===== config.mk =====
export PLATFORM = sky130hd
export DESIGN_NAME = alu_flat
export DESIGN_NICKNAME = d
export VERILOG_FILES = /design/src/rtl/alu_if.sv /design/src/rtl/alu.sv /design/src/flat_wrapper.sv
export SDC_FILE = /design/constraint.sdc
export NUM_CORES = 1
export LEC_CHECK = 0
export BUFFER_PORTS_ARGS = -buffer_cell sky130_fd_sc_hd__buf_2
export CORE_UTILIZATION = 57
export DETAILED_ROUTE_END_ITERATION = 8
export PLACE_DENSITY = 0.8
export SYNTH_ARGS = -nofsm -noshare
export SYNTH_HDL_FRONTEND = slang
export SYNTH_SLANG_ARGS = --single-unit

===== constraint.sdc =====
create_clock -name clk -period 1.56 [get_ports clk]
set_input_delay 0 -clock clk [delete_from_list [all_inputs] [get_ports clk]]
set_output_delay 0 -clock clk [all_outputs]
set_load 0.01 [all_outputs]

===== src/rtl/alu_if.sv =====
// alu_if: operand/result bundle for the registered integer ALU.
//   in_valid, a, b, op      : request side, driven by the master
//   out_valid, y            : registered result, driven by the slave (ALU)
//   overflow, carry,
//   zero, negative          : status flags that accompany y
// Modports: master (issues operations), slave (the ALU).
interface alu_if #(
  parameter int WIDTH = 8
);
  logic             in_valid;
  logic [WIDTH-1:0] a;
  logic [WIDTH-1:0] b;
  logic [2:0]       op;
  logic             out_valid;
  logic [WIDTH-1:0] y;
  logic             overflow;
  logic             carry;
  logic             zero;
  logic             negative;

  modport master (
    output in_valid, a, b, op,
    input  out_valid, y, overflow, carry, zero, negative
  );

  modport slave (
    input  in_valid, a, b, op,
    output out_valid, y, overflow, carry, zero, negative
  );
endinterface


===== src/rtl/alu.sv =====
// alu: WIDTH-bit integer ALU with one output register stage.
// Ports:
//   clk   : rising-edge clock
//   rst_n : asynchronous active-low reset, clears result, flags and out_valid
//   bus   : alu_if.slave carrying in_valid/a/b/op in and out_valid/y/flags out
// Opcodes: 000 ADD, 001 SUB, 010 AND, 011 OR, 100 XOR, 101 SLL, 110 SRL, 111 SRA.
// Shift amount is b[SHW-1:0]; y and flags hold when in_valid is low.
module alu #(
  parameter int WIDTH = 8
) (
  input  logic  clk,
  input  logic  rst_n,
  alu_if.slave  bus
);

  localparam int SHW = ($clog2(WIDTH) > 1) ? $clog2(WIDTH) : 1;

  typedef enum logic [2:0] {
    OP_ADD = 3'b000,
    OP_SUB = 3'b001,
    OP_AND = 3'b010,
    OP_OR  = 3'b011,
    OP_XOR = 3'b100,
    OP_SLL = 3'b101,
    OP_SRL = 3'b110,
    OP_SRA = 3'b111
  } op_e;

  // Shift amounts beyond the operand width only exist for non-power-of-two WIDTH.
  function automatic logic sh_big(input logic [SHW-1:0] s);
    return 32'(s) >= 32'(WIDTH);
  endfunction

  // Returns {carry, y}; the extra MSB catches the last bit shifted out.
  function automatic logic [WIDTH:0] shift_left(input logic [WIDTH-1:0] v,
                                                input logic [SHW-1:0]   s);
    if (sh_big(s)) return '0;
    return {1'b0, v} << s;
  endfunction

  // Returns {y, carry}; the extra LSB catches the last bit shifted out.
  function automatic logic [WIDTH:0] shift_right(input logic [WIDTH-1:0] v,
                                                 input logic [SHW-1:0]   s,
                                                 input logic             arith);
    logic signed [WIDTH:0] t;
    if (sh_big(s))
      return arith ? {(WIDTH+1){v[WIDTH-1]}} : '0;
    t = {v, 1'b0};
    if (arith) return t >>> s;
    return {v, 1'b0} >> s;
  endfunction

  logic signed [WIDTH-1:0] a_s, b_s, sum_s, dif_s;
  logic        [WIDTH:0]   sum_ext, dif_ext, sh_res;
  logic        [SHW-1:0]   sh;
  logic        [WIDTH-1:0] y_nxt;
  logic                    ovf_nxt, cry_nxt;

  logic        [WIDTH-1:0] y_p1;
  logic                    ovf_p1, cry_p1, zero_p1, neg_p1, vld_p1;

  // Stage 0: combinational result and flags from the current a/b/op
  always_comb begin
    a_s     = signed'(bus.a);
    b_s     = signed'(bus.b);
    sum_s   = a_s + b_s;
    dif_s   = a_s - b_s;
    sum_ext = {1'b0, bus.a} + {1'b0, bus.b};
    dif_ext = {1'b0, bus.a} - {1'b0, bus.b};
    sh      = bus.b[SHW-1:0];
    sh_res  = '0;
    y_nxt   = '0;
    ovf_nxt = 1'b0;
    cry_nxt = 1'b0;
    case (op_e'(bus.op))
      OP_ADD: begin
        y_nxt   = sum_ext[WIDTH-1:0];
        cry_nxt = sum_ext[WIDTH];
        ovf_nxt = ((a_s < 0) == (b_s < 0)) && ((sum_s < 0) != (a_s < 0));
      end
      OP_SUB: begin
        y_nxt   = dif_ext[WIDTH-1:0];
        cry_nxt = dif_ext[WIDTH];  // wraps high exactly when a < b
        ovf_nxt = ((a_s < 0) != (b_s < 0)) && ((dif_s < 0) != (a_s < 0));
      end
      OP_AND: y_nxt = bus.a & bus.b;
      OP_OR:  y_nxt = bus.a | bus.b;
      OP_XOR: y_nxt = bus.a ^ bus.b;
      OP_SLL: begin
        sh_res  = shift_left(bus.a, sh);
        y_nxt   = sh_res[WIDTH-1:0];
        cry_nxt = sh_res[WIDTH];
      end
      OP_SRL: begin
        sh_res  = shift_right(bus.a, sh, 1'b0);
        y_nxt   = sh_res[WIDTH:1];
        cry_nxt = sh_res[0];
      end
      OP_SRA: begin
        sh_res  = shift_right(bus.a, sh, 1'b1);
        y_nxt   = sh_res[WIDTH:1];
        cry_nxt = sh_res[0];
      end
      default: begin
        y_nxt   = '0;
        cry_nxt = 1'b0;
      end
    endcase
  end

  // Stage 1: output registers, loaded only for qualified operations
  always_ff @(posedge clk or negedge rst_n) begin
    if (!rst_n) begin
      vld_p1  <= 1'b0;
      y_p1    <= '0;
      ovf_p1  <= 1'b0;
      cry_p1  <= 1'b0;
      zero_p1 <= 1'b0;
      neg_p1  <= 1'b0;
    end else begin
      vld_p1 <= bus.in_valid;
      if (bus.in_valid) begin
        y_p1    <= y_nxt;
        ovf_p1  <= ovf_nxt;
        cry_p1  <= cry_nxt;
        zero_p1 <= (y_nxt == '0);
        neg_p1  <= y_nxt[WIDTH-1];
      end
    end
  end

  assign bus.out_valid = vld_p1;
  assign bus.y         = y_p1;
  assign bus.overflow  = ovf_p1;
  assign bus.carry     = cry_p1;
  assign bus.zero      = zero_p1;
  assign bus.negative  = neg_p1;

endmodule


===== src/flat_wrapper.sv =====
// flat-port wrapper written by rule: the top's interface ports become plain ports
module alu_flat 
#(
  parameter int WIDTH = 8
)
  (clk, rst_n, bus_in_valid, bus_a, bus_b, bus_op, bus_out_valid, bus_y, bus_overflow, bus_carry, bus_zero, bus_negative);
  alu_if #(.WIDTH(WIDTH)) bus_i ();
  input  logic clk;
  input  logic rst_n;
  input wire logic [$bits(bus_i.in_valid)-1:0] bus_in_valid;
  input wire logic [$bits(bus_i.a)-1:0] bus_a;
  input wire logic [$bits(bus_i.b)-1:0] bus_b;
  input wire logic [$bits(bus_i.op)-1:0] bus_op;
  output wire logic [$bits(bus_i.out_valid)-1:0] bus_out_valid;
  output wire logic [$bits(bus_i.y)-1:0] bus_y;
  output wire logic [$bits(bus_i.overflow)-1:0] bus_overflow;
  output wire logic [$bits(bus_i.carry)-1:0] bus_carry;
  output wire logic [$bits(bus_i.zero)-1:0] bus_zero;
  output wire logic [$bits(bus_i.negative)-1:0] bus_negative;
  assign bus_i.in_valid = bus_in_valid;
  assign bus_i.a = bus_a;
  assign bus_i.b = bus_b;
  assign bus_i.op = bus_op;
  assign bus_out_valid = bus_i.out_valid;
  assign bus_y = bus_i.y;
  assign bus_overflow = bus_i.overflow;
  assign bus_carry = bus_i.carry;
  assign bus_zero = bus_i.zero;
  assign bus_negative = bus_i.negative;
  alu #(.WIDTH(WIDTH)) u_core (.clk(clk), .rst_n(rst_n), .bus(bus_i));
endmodule

==> flow_summary.yaml, run 1 <==
clocking:
  ctsLongestPathBuffers: 2
  cts-buffers-inserted: 3
  cts.sinks: 12
  cts_root_buffer: "clkbuf_8"
  h-tree-depth: 1
synthesis:
  avgSynthCellArea_um2: 7.76
  synth_flop_cell: "dfrtp_1"
  synthTopCellsByCount: "29 x nor2_1, 25 x ha_1, 25 x inv_1, 23 x nand2_1, 18 x a21oi_1"
  synth_top_area_share_pct: 13.0
  synth_area_leaders: "ha_1 13%, dfrtp_1 13%, mux2i_1 4.6%"
  netlist_instances: 309
  synth_compound_area_share_pct: 29.9
  synth_edf_count: 0
  async_flop_share_pct: 100
  ys_warn_count: 0
  synthSimpleGateAreaFrac_pct: 21.0
  synth_most_common_cell: "nor2_1"
  ys_seq_elements: 12
  ys_types: 67
  yosysTopAreaCell: "ha_1"
  synth.cell_area_mm2: 0.00240
  synth_top_family_by_area: "compound AO/OA/AOI/OAI gates"
  synth_adder_area_share_pct: 14.7
  muxShareOfSynthArea_pct: 10.7
  synthXorXnorAreaFrac_pct: 1.10
  syn_nets: 358
  seq_area_frac_synth_pct: 12.5
status:
  error_line: "[ERROR GRT-0232] Routing congestion too high. Check the congestion heatmap in the GUI."
  outcome: "stopped before the end"
  failed_stage: "5_1_grt"
floorplan:
  die_h_um: 66.9
  ioPinCount: 35
  start_util_pct: 59.5
  die_width_um: 66.9
  std_cell_rows: 23
sta:
  worst_endpoint_kind: "register input"
  crit_endpoint: "u_core.bus.negative$_DFFE_PN0P_/D"
global_routing:
  gr-total-overflow: 165
  track_usage_pct: 84.6
  grt_max_degree: 19
placement:
  gp_congestion: 0.993
  post-place-ws_ns: -0.536
  place_hpwl_um: 7160
  io_buffers: 34
  place_area_mm2: 0.00341
==> repair_timing <==
| action | 4_1_cts |
|---|---|
| pin swaps | 25 |
| resized for setup | 44 |
| setup endpoints to repair | 9 |
| setup buffers | 8 |
| endpoints found under the hold margin | 12 |
| hold buffers | 1 |
==> cell families after synthesis <==
group,count (synthesis)
adder cells (fa/ha/maj),27
XOR/XNOR,3
AND/OR/NAND/NOR,97
buffers and inverters,53
flip-flops,12
AO/OA/AOI/OAI,97
multiplexers,20
==> stage by stage <==
stage / util (%) / std cells / TNS [ns]
detailed placement: 84.6 / 477 / -3.86
CTS: 91.5 / 488 / -0.843
global placement: 84.6 / 477 / -3.39
floorplan: - / 309 / -1.58
==> per-layer routing <==
layer	GRT usage (%)	GRT overflow
met3	54.8	2
met5	4.17	0
met4	108	65
met2	109	97
met1	79.2	1
==> run 2, diff against run 1 <==
CORE_UTILIZATION = 40   (was 57)
PLACE_DENSITY = unset   (was 0.8)
PLACE_DENSITY_LB_ADDON = 0.15   (was unset)
==> flow_summary.yaml, run 2 <==
synthesis:
  seq_area_frac_synth_pct: 12.5
  ys_types: 67
  synth_most_common_cell: "nor2_1"
  async_flop_share_pct: 100
  netlist_instances: 309
  synthSimpleGateAreaFrac_pct: 21.0
  ys_seq_elements: 12
  synth.cell_area_mm2: 0.00240
  synth_adder_area_share_pct: 14.7
  synth_top_family_by_area: "compound AO/OA/AOI/OAI gates"
  synth_edf_count: 0
  synthXorXnorAreaFrac_pct: 1.10
  synth_flop_cell: "dfrtp_1"
  muxShareOfSynthArea_pct: 10.7
  synth_area_leaders: "ha_1 13%, dfrtp_1 13%, mux2i_1 4.6%"
  yosysTopAreaCell: "ha_1"
  synth_compound_area_share_pct: 29.9
  syn_nets: 358
  synth_top_area_share_pct: 13.0
  avgSynthCellArea_um2: 7.76
  ys_warn_count: 0
  synthTopCellsByCount: "29 x nor2_1, 25 x ha_1, 25 x inv_1, 23 x nand2_1, 18 x a21oi_1"
placement:
  place_hpwl_um: 7370
  io_buffers: 34
  gp_congestion: 0.969
  post-place-ws_ns: -0.580
critical_path:
  cp_max_fo: 8
  cp_num_buf_inv: 3
  cpLargestDelayFamily: "compound AO/OA/AOI/OAI gates"
  slowest_stage: "mux2_2"
  start_kind: "input pin"
  crit_type: "input pin to flop"
  cp-end-kind: "flop"
  arrival_ns: 1.93
  cp_cell_sequence: "buf_6 -> buf_12 -> mux2_2 -> mux2i_4 -> buf_4 -> a2bb2oi_1 -> o211a_1 -> a211oi_2 -> a2bb2oi_2 -> o41ai_2"
  slowest_delay_ns: 0.36
  crit_required_ns: 1.71
sta:
  clock.fmax_ghz: 0.560
  report.final.setup_viol: 8
  hold_violations: 0
  setup_slack_ns: -0.226
  period_share_pct: 115
  whs_ns: 0.142
  min_period_ns: 1.79
  grt_setup_unrepaired: "true"
  clock_skew_ns: 0
  slew_violations: 0
  finalSetupTns_ns: -1.09
  worstMarginPinSlew_ns: 0.464
  relSlewSlack_pct: 68.9
clocking:
  cts.sinks: 12
  cts_root_buffer: "clkbuf_8"
  ctsLongestPathBuffers: 2
  cts.clk_slew.worst_paths_ns: 0.06
  cts-buffers-inserted: 3
  h-tree-depth: 1
  clk_latency_ns: 0.24
  cts_tree: "yes"
finish:
  largest_reg_flops: 7
  most-common-layout-cells: "124 x buf_4, 26 x buf_2, 25 x nor2_1"
  diodes: 0
  postLayoutCoreUtil_pct: 70.9
  drive_gt1_share_pct: 51.8
  layout_commonest_cell: "buf_4"
  area_growth_pct: 66.9
  nNetsFinal: 502
routing:
  dr.pass1.iters: 5
  totalWireLength_um: 9500
  postRouteAntennaNets: 0
  wl_per_cell_um: 18.1
  vias: 3009
  route.detailed.drc: 0
  drt-initial-drc-count: 233
  vias_per_cell: 5.74
global_routing:
  track_usage_pct: 30.6
  antenna_found_initial: 0
  grt_max_degree: 19
  gr-total-overflow: 0
  grt_pass1_vias: 2955
  grt_pass1_wl_um: 14600
power:
  power_frac_seq_pct: 18.3
  power_density_mw_per_mm2: 518
  leakage_nw: 1.88
  p_comb_share_pct: 64.8
  p_clk_share_pct: 16.9
  internal-power_mw: 1.27
  ir_drop_mv: 0.581
  p_sw_mw: 0.806
  p_sw_share_pct: 38.9
status:
  violations: "negative setup slack"
  outcome: "complete, but fails checks"
floorplan:
  core_area_mm2: 0.00564
  std_cell_rows: 27
  die_h_um: 79.4
  die_width_um: 79.4
  ioPinCount: 35
  dieArea_mm2: 0.00631
  start_util_pct: 42.5
run:
  drv_cap: 0
hold_path:
  hold_path_class: "input pin to flop"
## run 2: cell counts after synthesis
Identical to the previous run, type by type.
## run 2: repair_timing
action,4_1_cts,5_1_grt
gates resized for setup,48,25
hold buffers,1,0
setup buffers,6,3
gates cloned,0,0
pin swaps,24,26
hold endpoints to repair,12,0
endpoints found under the setup margin,9,9
## run 2: path summary, 6_finish.rpt
check,startpoint,end,slack (ns),cells after the start
min reg2reg,u_core.bus.zero$_DFFE_PN0P_,u_core.bus.zero$_DFFE_PN0P_,0.49,2
max reg2reg,u_core.bus.negative$_DFFE_PN0P_,u_core.bus.negative$_DFFE_PN0P_,0.79,1
max,bus_b[0],u_core.bus.zero$_DFFE_PN0P_,-0.23,10
max in group asynchronous,rst_n,u_core.bus.y[6]$_DFFE_PN0P_,1.16,2
min,bus_in_valid,u_core.bus.out_valid$_DFF_PN0_,0.14,2
min in group asynchronous,rst_n,u_core.bus.out_valid$_DFF_PN0_,0.18,2
## run 2: cell type report
class,count,area [µm²]
clock buffers,4,55.1
fillers,462,1640
inverters,28,120
multi-input cells,244,2160
flip-flops and latches,12,300
well taps,72,90.1
repair buffers,164,1270
## run 2: through the flow
stage	instances	power, mW	cell area (µm²)
finish	524	2.07	4000
global route	524	2.18	4000
CTS	522	1.98	3860
detailed placement	512	1.53	3570
global placement	512	1.51	3570
floorplan	309	0.996	2520
## run 2: power groups by stage
| stage | clock (mW) | sequential, mW | combinational [mW] |
|---|---|---|---|
| 3_5_place_dp | 0 | 0.383 | 1.14 |
| 6_report | 0.350 | 0.379 | 1.34 |
| 4_1_cts | 0.355 | 0.378 | 1.25 |
| 5_1_grt | 0.365 | 0.383 | 1.43 |
| 2_1_floorplan | 0 | 0.406 | 0.590 |
| 3_3_place_gp | 0 | 0.382 | 1.13 |
## run 2: cell families (layout without fill, tap and decap cells)
family | count (synthesis) | count (layout)
xor+xnor | 3 | 3
simple gates | 97 | 97
buf+inv | 53 | 196
mux | 20 | 20
flops | 12 | 12
compound gates | 97 | 97
fa+ha+maj | 27 | 27
## run 2: per-layer routing
metal | track usage [%] | routed length (µm)
met5 | 0 | 0
met1 | 40.0 | 4110
met2 | 51.4 | 4540
met3 | 5.60 | 635
met4 | 8.00 | 218
Note: power is estimated with default switching activity, not from simulation.
